--- config.mk ---
export PLATFORM = sky130hd
export DESIGN_NAME = div_iter
export DESIGN_NICKNAME = d
export VERILOG_FILES = /design/src/rtl/div_iter.sv
export SDC_FILE = /design/constraint.sdc
export NUM_CORES = 1
export LEC_CHECK = 0
export ABC_AREA = 1
export CAP_MARGIN = 20
export CORE_MARGIN = 2
export CORE_UTILIZATION = 50
export CTS_CLUSTER_SIZE = 28
export DETAILED_ROUTE_END_ITERATION = 10
export GPL_ROUTABILITY_DRIVEN = 0
export GPL_TIMING_DRIVEN = 0
export HOLD_SLACK_MARGIN = 0.03
export MAX_ROUTING_LAYER = met4
export PLACE_DENSITY = 0.82
export RECOVER_POWER = 100
export SLEW_MARGIN = 20
export SYNTH_ARGS = -nofsm -noshare
export SYNTH_HDL_FRONTEND = slang
export SYNTH_SLANG_ARGS = --single-unit
--- constraint.sdc ---
create_clock -name clk -period 5.79 [get_ports clk]
set_input_delay 0.8685 -clock clk [delete_from_list [all_inputs] [get_ports clk]]
set_output_delay 0.8685 -clock clk [all_outputs]
set_load 0.005 [all_outputs]
--- src/rtl/div_iter.sv ---
// Iterative radix-2 restoring divider for DIV/DIVU: one quotient bit per clock,
// sign-corrected {remainder, quotient} held on result_o until EX releases start_i.
module div_iter #(
    parameter int DATA_W = 32
) (
    input  logic                  clk,
    input  logic                  resetn,
    input  logic                  signed_div_i,
    input  logic [DATA_W-1:0]     opdata1_i,
    input  logic [DATA_W-1:0]     opdata2_i,
    input  logic                  start_i,
    input  logic                  annul_i,
    output logic [2*DATA_W-1:0]   result_o,
    output logic                  ready_o
);

    localparam logic [1:0] S_FREE   = 2'b00;
    localparam logic [1:0] S_BYZERO = 2'b01;
    localparam logic [1:0] S_ON     = 2'b10;
    localparam logic [1:0] S_END    = 2'b11;

    localparam int CNT_W = $clog2(DATA_W + 1);

    logic [1:0]        state;
    logic [CNT_W-1:0]  count;
    logic [DATA_W-1:0] dividend;
    logic [DATA_W-1:0] divisor;
    logic [DATA_W-1:0] rem;
    logic [DATA_W-1:0] quot;
    logic              neg_a;
    logic              neg_b;
    logic              is_signed;
    logic [DATA_W:0]   partial;
    logic [DATA_W:0]   diff;
    logic [DATA_W-1:0] rem_next;
    logic [DATA_W-1:0] quot_next;
    logic              accept;

    function automatic logic [DATA_W-1:0] magnitude(input logic signed [DATA_W-1:0] v,
                                                    input logic take);
        return (take && (v < 0)) ? -v : v;
    endfunction

    function automatic logic [DATA_W-1:0] negate_if(input logic signed [DATA_W-1:0] v,
                                                    input logic cond);
        return cond ? -v : v;
    endfunction

    assign accept = (state == S_FREE) && start_i && !annul_i;

    // Trial subtraction: a set top bit of the (DATA_W+1)-bit difference means borrow, so restore.
    always_comb begin
        partial   = {rem, dividend[DATA_W-1]};
        diff      = partial - {1'b0, divisor};
        rem_next  = partial[DATA_W-1:0];
        quot_next = {quot[DATA_W-2:0], 1'b0};
        if (!diff[DATA_W]) begin
            rem_next  = diff[DATA_W-1:0];
            quot_next = {quot[DATA_W-2:0], 1'b1};
        end
    end

    always_ff @(posedge clk or negedge resetn) begin
        if (!resetn) begin
            state    <= S_FREE;
            count    <= '0;
            ready_o  <= 1'b0;
            result_o <= '0;
        end else begin
            case (state)
                S_FREE: begin
                    ready_o  <= 1'b0;
                    result_o <= '0;
                    count    <= '0;
                    if (accept)
                        state <= (opdata2_i == '0) ? S_BYZERO : S_ON;
                end
                S_BYZERO: begin
                    state    <= S_END;
                    ready_o  <= 1'b1;
                    result_o <= '0;
                end
                S_ON: begin
                    if (annul_i || !start_i) begin
                        state <= S_FREE;
                    end else begin
                        count <= count + 1'b1;
                        if (count == CNT_W'(DATA_W - 1)) begin
                            state    <= S_END;
                            ready_o  <= 1'b1;
                            result_o <= {negate_if(rem_next, is_signed && neg_a),
                                         negate_if(quot_next, is_signed && (neg_a ^ neg_b))};
                        end
                    end
                end
                default: begin
                    if (annul_i || !start_i) begin
                        state    <= S_FREE;
                        ready_o  <= 1'b0;
                        result_o <= '0;
                    end
                end
            endcase
        end
    end

    // Working registers carry no reset; they are always loaded on acceptance before use.
    always_ff @(posedge clk) begin
        if (accept) begin
            dividend  <= magnitude(opdata1_i, signed_div_i);
            divisor   <= magnitude(opdata2_i, signed_div_i);
            rem       <= '0;
            quot      <= '0;
            neg_a     <= opdata1_i[DATA_W-1];
            neg_b     <= opdata2_i[DATA_W-1];
            is_signed <= signed_div_i;
        end else if (state == S_ON) begin
            dividend <= dividend << 1;
            rem      <= rem_next;
            quot     <= quot_next;
        end
    end

endmodule

=== After elaboration in Yosys (flattened, before gate mapping) ===
Cells that the tools add are included.

* Register bits after elaboration: 203
* Bits of input ports: 69
* Logic and storage cells: 71

* Add/sub/neg operators: 6
* Magnitude comparators: 2
* Equal/unequal tests: 7
* Multiplexer cells: 24
* Bitwise operators: 1
* Reduce and logical (&&, ||, !) cells: 20

{| class="wikitable"
|+ Operator list
! cell !! count
|-
| two-way mux 32 bit || 7
|-
| two-way mux 64 bit || 3
|-
| negation 32 bit || 4
|-
| case mux 64 bit (2 select lines) || 1
|-
| less-than comparator 32 x 1 -> 1 bit, second input constant || 2
|-
| subtractor 33 x 32 -> 33 bit || 1
|-
| logical NOT 32 bit || 1
|-
| case mux 6 bit (2 select lines) || 1
|-
| two-way mux 2 bit || 5
|-
| AND reduction 3 bit || 3
|-
| adder 6 x 1 -> 6 bit, second input constant || 1
|-
| equality test 6 x 5 -> 1 bit, second input constant || 1
|-
| logical AND 1 bit || 6
|-
| two-way mux 6 bit || 1
|-
| inequality test 2 bit, second input constant || 3
|-
| case mux 2 bit (3 select lines) || 1
|-
| two-way mux 1 bit || 4
|-
| nonzero test 2 bit || 2
|-
| nonzero test 4 bit || 1
|-
| inequality test 3 bit, second input constant || 1
|-
| case mux 1 bit (3 select lines) || 1
|-
| nonzero test 3 bit || 1
|-
| equality test 2 x 1 -> 1 bit, second input constant || 1
|-
| equality test 2 bit, second input constant || 1
|-
| 6 further kinds || 7
|}

=== Depth between registers and ports, before layout ===
* Word-level depth: 7
* Mapped depth: 32
* Gate-level depth less buffers: 30

=== Least setup slack after synthesis ===
Ideal clock, no wire load.

* Kind: input to register
* From: input start_i
* To: register dividend[0], enable pin
* Library setup time: 409 ps
* Arrival: 4,334 ps
* Data required time: 5,381 ps
* Setup slack: 1,047 ps
* Stages on the path: 7
* Cells stage by stage: inv_1 -> nor2_1 -> inv_1 -> nor2_1 -> nor2_1 -> inv_1 -> buf_1

* Longest elaborated chain between the ends: 3

{| class="wikitable"
|+ RTL lines
! item !! RTL line !! RTL
|-
| start, declared || 11 || <nowiki>input logic start_i,</nowiki>
|-
| logical AND 1 bit (2 in series) || 49 || <nowiki>assign accept = (state == S_FREE) && start_i && !annul_i;</nowiki>
|-
| named net accept || 37 || <nowiki>logic accept;</nowiki>
|-
| nonzero test 2 bit (no source line) || n/a ||
|-
| end signal, assigned || 110 || <nowiki>dividend <= magnitude(opdata1_i, signed_div_i);</nowiki>
|-
| end signal, assigned || 118 || <nowiki>dividend <= dividend << 1;</nowiki>
|-
| end, declared || 26 || <nowiki>logic [DATA_W-1:0] dividend;</nowiki>
|}

The timed path passes the listed nets, and every way through them passes these cells.
A chain may end at the register's enable or synchronous reset.

=== Worst setup path after layout ===
* From: register divisor[0]
* To: register result_o[28]

* Longest elaborated chain between the ends: 7

{| class="wikitable"
|+ RTL lines
! item !! RTL line !! RTL
|-
| start, declared || 27 || <nowiki>logic [DATA_W-1:0] divisor;</nowiki>
|-
| start signal, assigned || 111 || <nowiki>divisor <= magnitude(opdata2_i, signed_div_i);</nowiki>
|-
| subtractor 33 x 32 -> 33 bit || 54 || <nowiki>diff = partial - {1'b0, divisor};</nowiki>
|-
| two-way mux 1 bit || 57 || <nowiki>if (!diff[DATA_W]) begin</nowiki>
|-
| negation 32 bit || 46 || <nowiki>return cond ? -v : v;</nowiki>
|-
| two-way mux 32 bit || 46 ||
|-
| two-way mux 64 bit || 88 || <nowiki>if (count == CNT_W'(DATA_W - 1)) begin</nowiki>
|-
| two-way mux 64 bit || 84 || <nowiki>if (annul_i || !start_i) begin</nowiki>
|-
| case mux 64 bit (2 select lines) || 70 || <nowiki>case (state)</nowiki>
|-
| end signal, assigned || 91 || <nowiki>result_o <= {negate_if(rem_next, is_signed && neg_a),</nowiki>
|-
| end, declared || 13 || <nowiki>output logic [2*DATA_W-1:0] result_o,</nowiki>
|}

Every way passes these cells. The select of a mux whose other input is x is not followed.

==> impl_metrics.yaml <==
critical_path:
  critPathTopFamily: "simple AND/OR/NAND/NOR gates"
  critical-path-max-stage-delay_ns: 0.41
  required_ns: 6.20
  cp-start-kind: "register"
  crit_fanout: 10
  path_class: "register to register"
  endpoint_kind: "register"
  crit_top_cell: "nand2_1"
  worstPathArrival_ns: 5.56
  cp_slowest_cell: "fa_1"
  critPathBufInv: 5
clock_network:
  cts_tree: "done"
  numCtsBuffers: 23
  cts_sinks: 203
  cts_resized: 0
  clk_pin_slew_ns: 0.06
  post_cts_buffers: 0
  cts_buffer_depth: 3
  root_buffer: "clkbuf_16"
  clock_latency_ns: 0.53
  htree_levels: 1
  postCtsHoldBufs: 0
sta:
  worst_clock_skew_ns: 0.01355
  setup_viol: 0
  worst_pin_slew_ns: 3.059
  hold_violations: 0
  period_needed_ns: 5.148
  fin_crit_sh_pct: 88.91
  maxSlewHeadroom_pct: -103.9
  drv_slew: 124
  rsz0062_at_grt: "no"
  max_freq_mhz: 194.3
grt:
  grt_max_degree: 58
  grtUsageTotal_pct: 27.06
  gr-total-overflow: 0
  grt_pass1_wl_um: 60910
  antenna_found_initial: 0
  grt_pass1_vias: 12916
floorplan:
  ios: 134
  core-area_mm2: 0.02621
  die-area_mm2: 0.02820
  die_h_um: 167.9
  rows: 59
  start_util_pct: 51.26
  die_width_um: 167.9
place:
  place_area_mm2: 0.01526
  place_hpwl_um: 28430
  portBuffers: 133
route:
  via_per_inst: 5.427
  final_antenna_net_count: 0
  wirelength_um: 36840
  drc: 0
  first_pass_iters: 6
  wl_per_cell_um: 15.17
  vias: 13182
  drt_iter0_drc: 1032
finish:
  finalNetCount: 2188
  fillCellCount: 2365
  multi_input_area_mm2: 0.006969
  antenna_cells: 0
  drive_gt1_share_pct: 4.680
  seq_area_mm2: 0.005100
  finish.utilization_pct: 60.68
  final_cell_area_mm2: 0.01590
  area_delta_synth_final_pct: 18.37
synthesis:
  syn_inst: 1916
  async_reset_ff_share_pct: 35.96
  yosys_warnings: 0
  synth_area_mm2: 0.01343
  ys_types: 48
  yosysTopAreaCellShare_pct: 16.15
  ys_ff_latch: 203
  yosys.area.top_type: "nand2_1"
  synth_top_flop_cell: "dfrtp_1"
  synth_edf_count: 67
  syn-num-nets: 2027
  syn_avg_cell_area_um2: 7.012
  synth-seq-area-share_pct: 37.96
  synthTopCellsByArea: "nand2_1 (16%), edfxtp_1 (15%), dfrtp_1 (14%), dfxtp_1 (9.4%), inv_1 (7.6%)"
power:
  internal_power_mw: 4.392
  power_density_mw_per_mm2: 509.3
  seqPwrFrac_pct: 28.2
  p_leak_nw: 7.976
  combPwrFrac_pct: 52.8
  ir_worst_vdd_uv: 266.4
  p_clk_share_pct: 19.0
  switching_power_mw: 3.707
  p_sw_share_pct: 45.78
worst_hold_path:
  hold_class: "primary input to asynchronous set/reset pin"
flow_run:
  max_cap_violations: 3
status:
  violations: "capacitance limit, slew limit"
  status: "complete, but fails checks"
[stage by stage]
| stage | hold WS, ns | setup TNS [ns] | cells | total power, mW | setup WS, ns |
|---|---|---|---|---|---|
| 3_5_place_dp | 0.4694 | 0 | 2387 | 6.645 | 0.8732 |
| 4_1_cts | 0.2063 | 0 | 2429 | 8.221 | 0.8339 |
| 2_1_floorplan | 0.4485 | 0 | 1916 | 5.248 | 1.047 |
| 6_report | 0.4521 | 0 | 2429 | 8.099 | 0.6421 |
| 3_3_place_gp | 0.4678 | -44.77 | 2384 | 6.490 | -1.111 |
| 5_1_grt | 0.5021 | 0 | 2429 | 8.738 | 0.2636 |
[worst register-to-register path: cells and delay by family (launching register included)]
| kind | cells | cell delay [ns] |
|---|---|---|
| simple gates | 18 | 2.34 |
| compound gates | 5 | 0.89 |
| flops | 1 | 0.40 |
| fa+ha+maj | 3 | 0.78 |
| buf+inv | 5 | 0.62 |
[metal layers]
metal	GRT usage (%)	up-vias	wire length [um]
met5	-	-	0
met4	13.95	0	2040
met3	3.526	149	2499
met2	45.51	554	17430
met1	31.89	6023	14860
li1	-	6456	-
[registers in the layout (all words and copies together), names as in the netlist, 2 cells and up]
signal	count
divisor	32
rem	32
result_o	64
dividend	32
quot	31
state	2
count	6
[layout make-up]
cell class,instances,area share (%)
multi-input combinational,1382,43.83
clock inverter,13,1.023
clock buffer,29,4.021
tap,335,2.636
buffer,49,1.361
timing repair buffer,136,8.403
sequential,203,32.07
inverter,282,6.657
[power by group through the flow]
stage	combinational (mW)	clock, mW	sequential [mW]
2_1_floorplan	3.02	0	2.23
3_3_place_gp	4.19	0	2.30
3_5_place_dp	4.34	0	2.30
4_1_cts	4.38	1.56	2.28
5_1_grt	4.79	1.61	2.33
6_report	4.28	1.54	2.29
[placed cells by master, fill, tap and decap left out, drive strengths merged, types with 3 or more instances in the layout]
cell type and n:
nand3 106, dfxtp 63, dlygate4sd3 71, inv 280, xor2 57, nor3 32
clkbuf 74, bufinv 3, edfxtp 67, a22oi 30, a21oi 52, clkinv 10
nor4 13, dfrtp 73, o22ai 13, o31ai 4, nor2 182, or2 6
and2 5, o21ai 143, a22o 4, clkdlybuf4s50 61, buf 8, xnor2 40
nand4 22, ha 41, nand2 617
[final timing paths]
check                                            to  depth (start not counted)                startpoint  slack, ns
max                        result_o[28]$_DFFE_PN0P_                         31      divisor[0]$_DFFE_PP_       0.64
min                        result_o[56]$_DFFE_PN0P_                          1                    resetn       0.45
max reg2reg                result_o[28]$_DFFE_PN0P_                         31      divisor[0]$_DFFE_PP_       0.64
min reg2reg                result_o[35]$_DFFE_PN0P_                          2  result_o[35]$_DFFE_PN0P_       0.47
max in group asynchronous      count[4]$_DFFE_PN0P_                          2                    resetn       1.94
min in group clk           result_o[35]$_DFFE_PN0P_                          2  result_o[35]$_DFFE_PN0P_       0.47
[cell families after synthesis]
group                      share of synthesized area [%]
adders and majority gates                          3.968
DFF                                                37.96
and+or+nand+nor                                    31.14
AOI/OAI and AO/OA                                  11.06
xor gates and xnor gates                           6.324
buffers and inverters                              9.556
[cell usage after synthesis, types with 5 or more instances]
| master | n |
|---|---|
| a22oi_1 | 30 |
| o21ai_1 | 12 |
| and2_1 | 5 |
| dfxtp_1 | 63 |
| inv_2 | 6 |
| ha_1 | 41 |
| nor2_1 | 170 |
| xnor2_1 | 40 |
| nand2_2 | 33 |
| nand4_1 | 22 |
| clkbuf_1 | 38 |
| nand2_1 | 578 |
| nor2_2 | 7 |
| or2_2 | 6 |
| nor2_4 | 5 |
| nor4_1 | 13 |
| o21ai_0 | 128 |
| nor3_1 | 32 |
| inv_1 | 272 |
| nand3_1 | 104 |
| o22ai_1 | 13 |
| a21oi_1 | 47 |
| edfxtp_1 | 67 |
| xor2_1 | 57 |
| dfrtp_1 | 73 |
| nand2_4 | 6 |
Power figures use the tool's default switching activity.
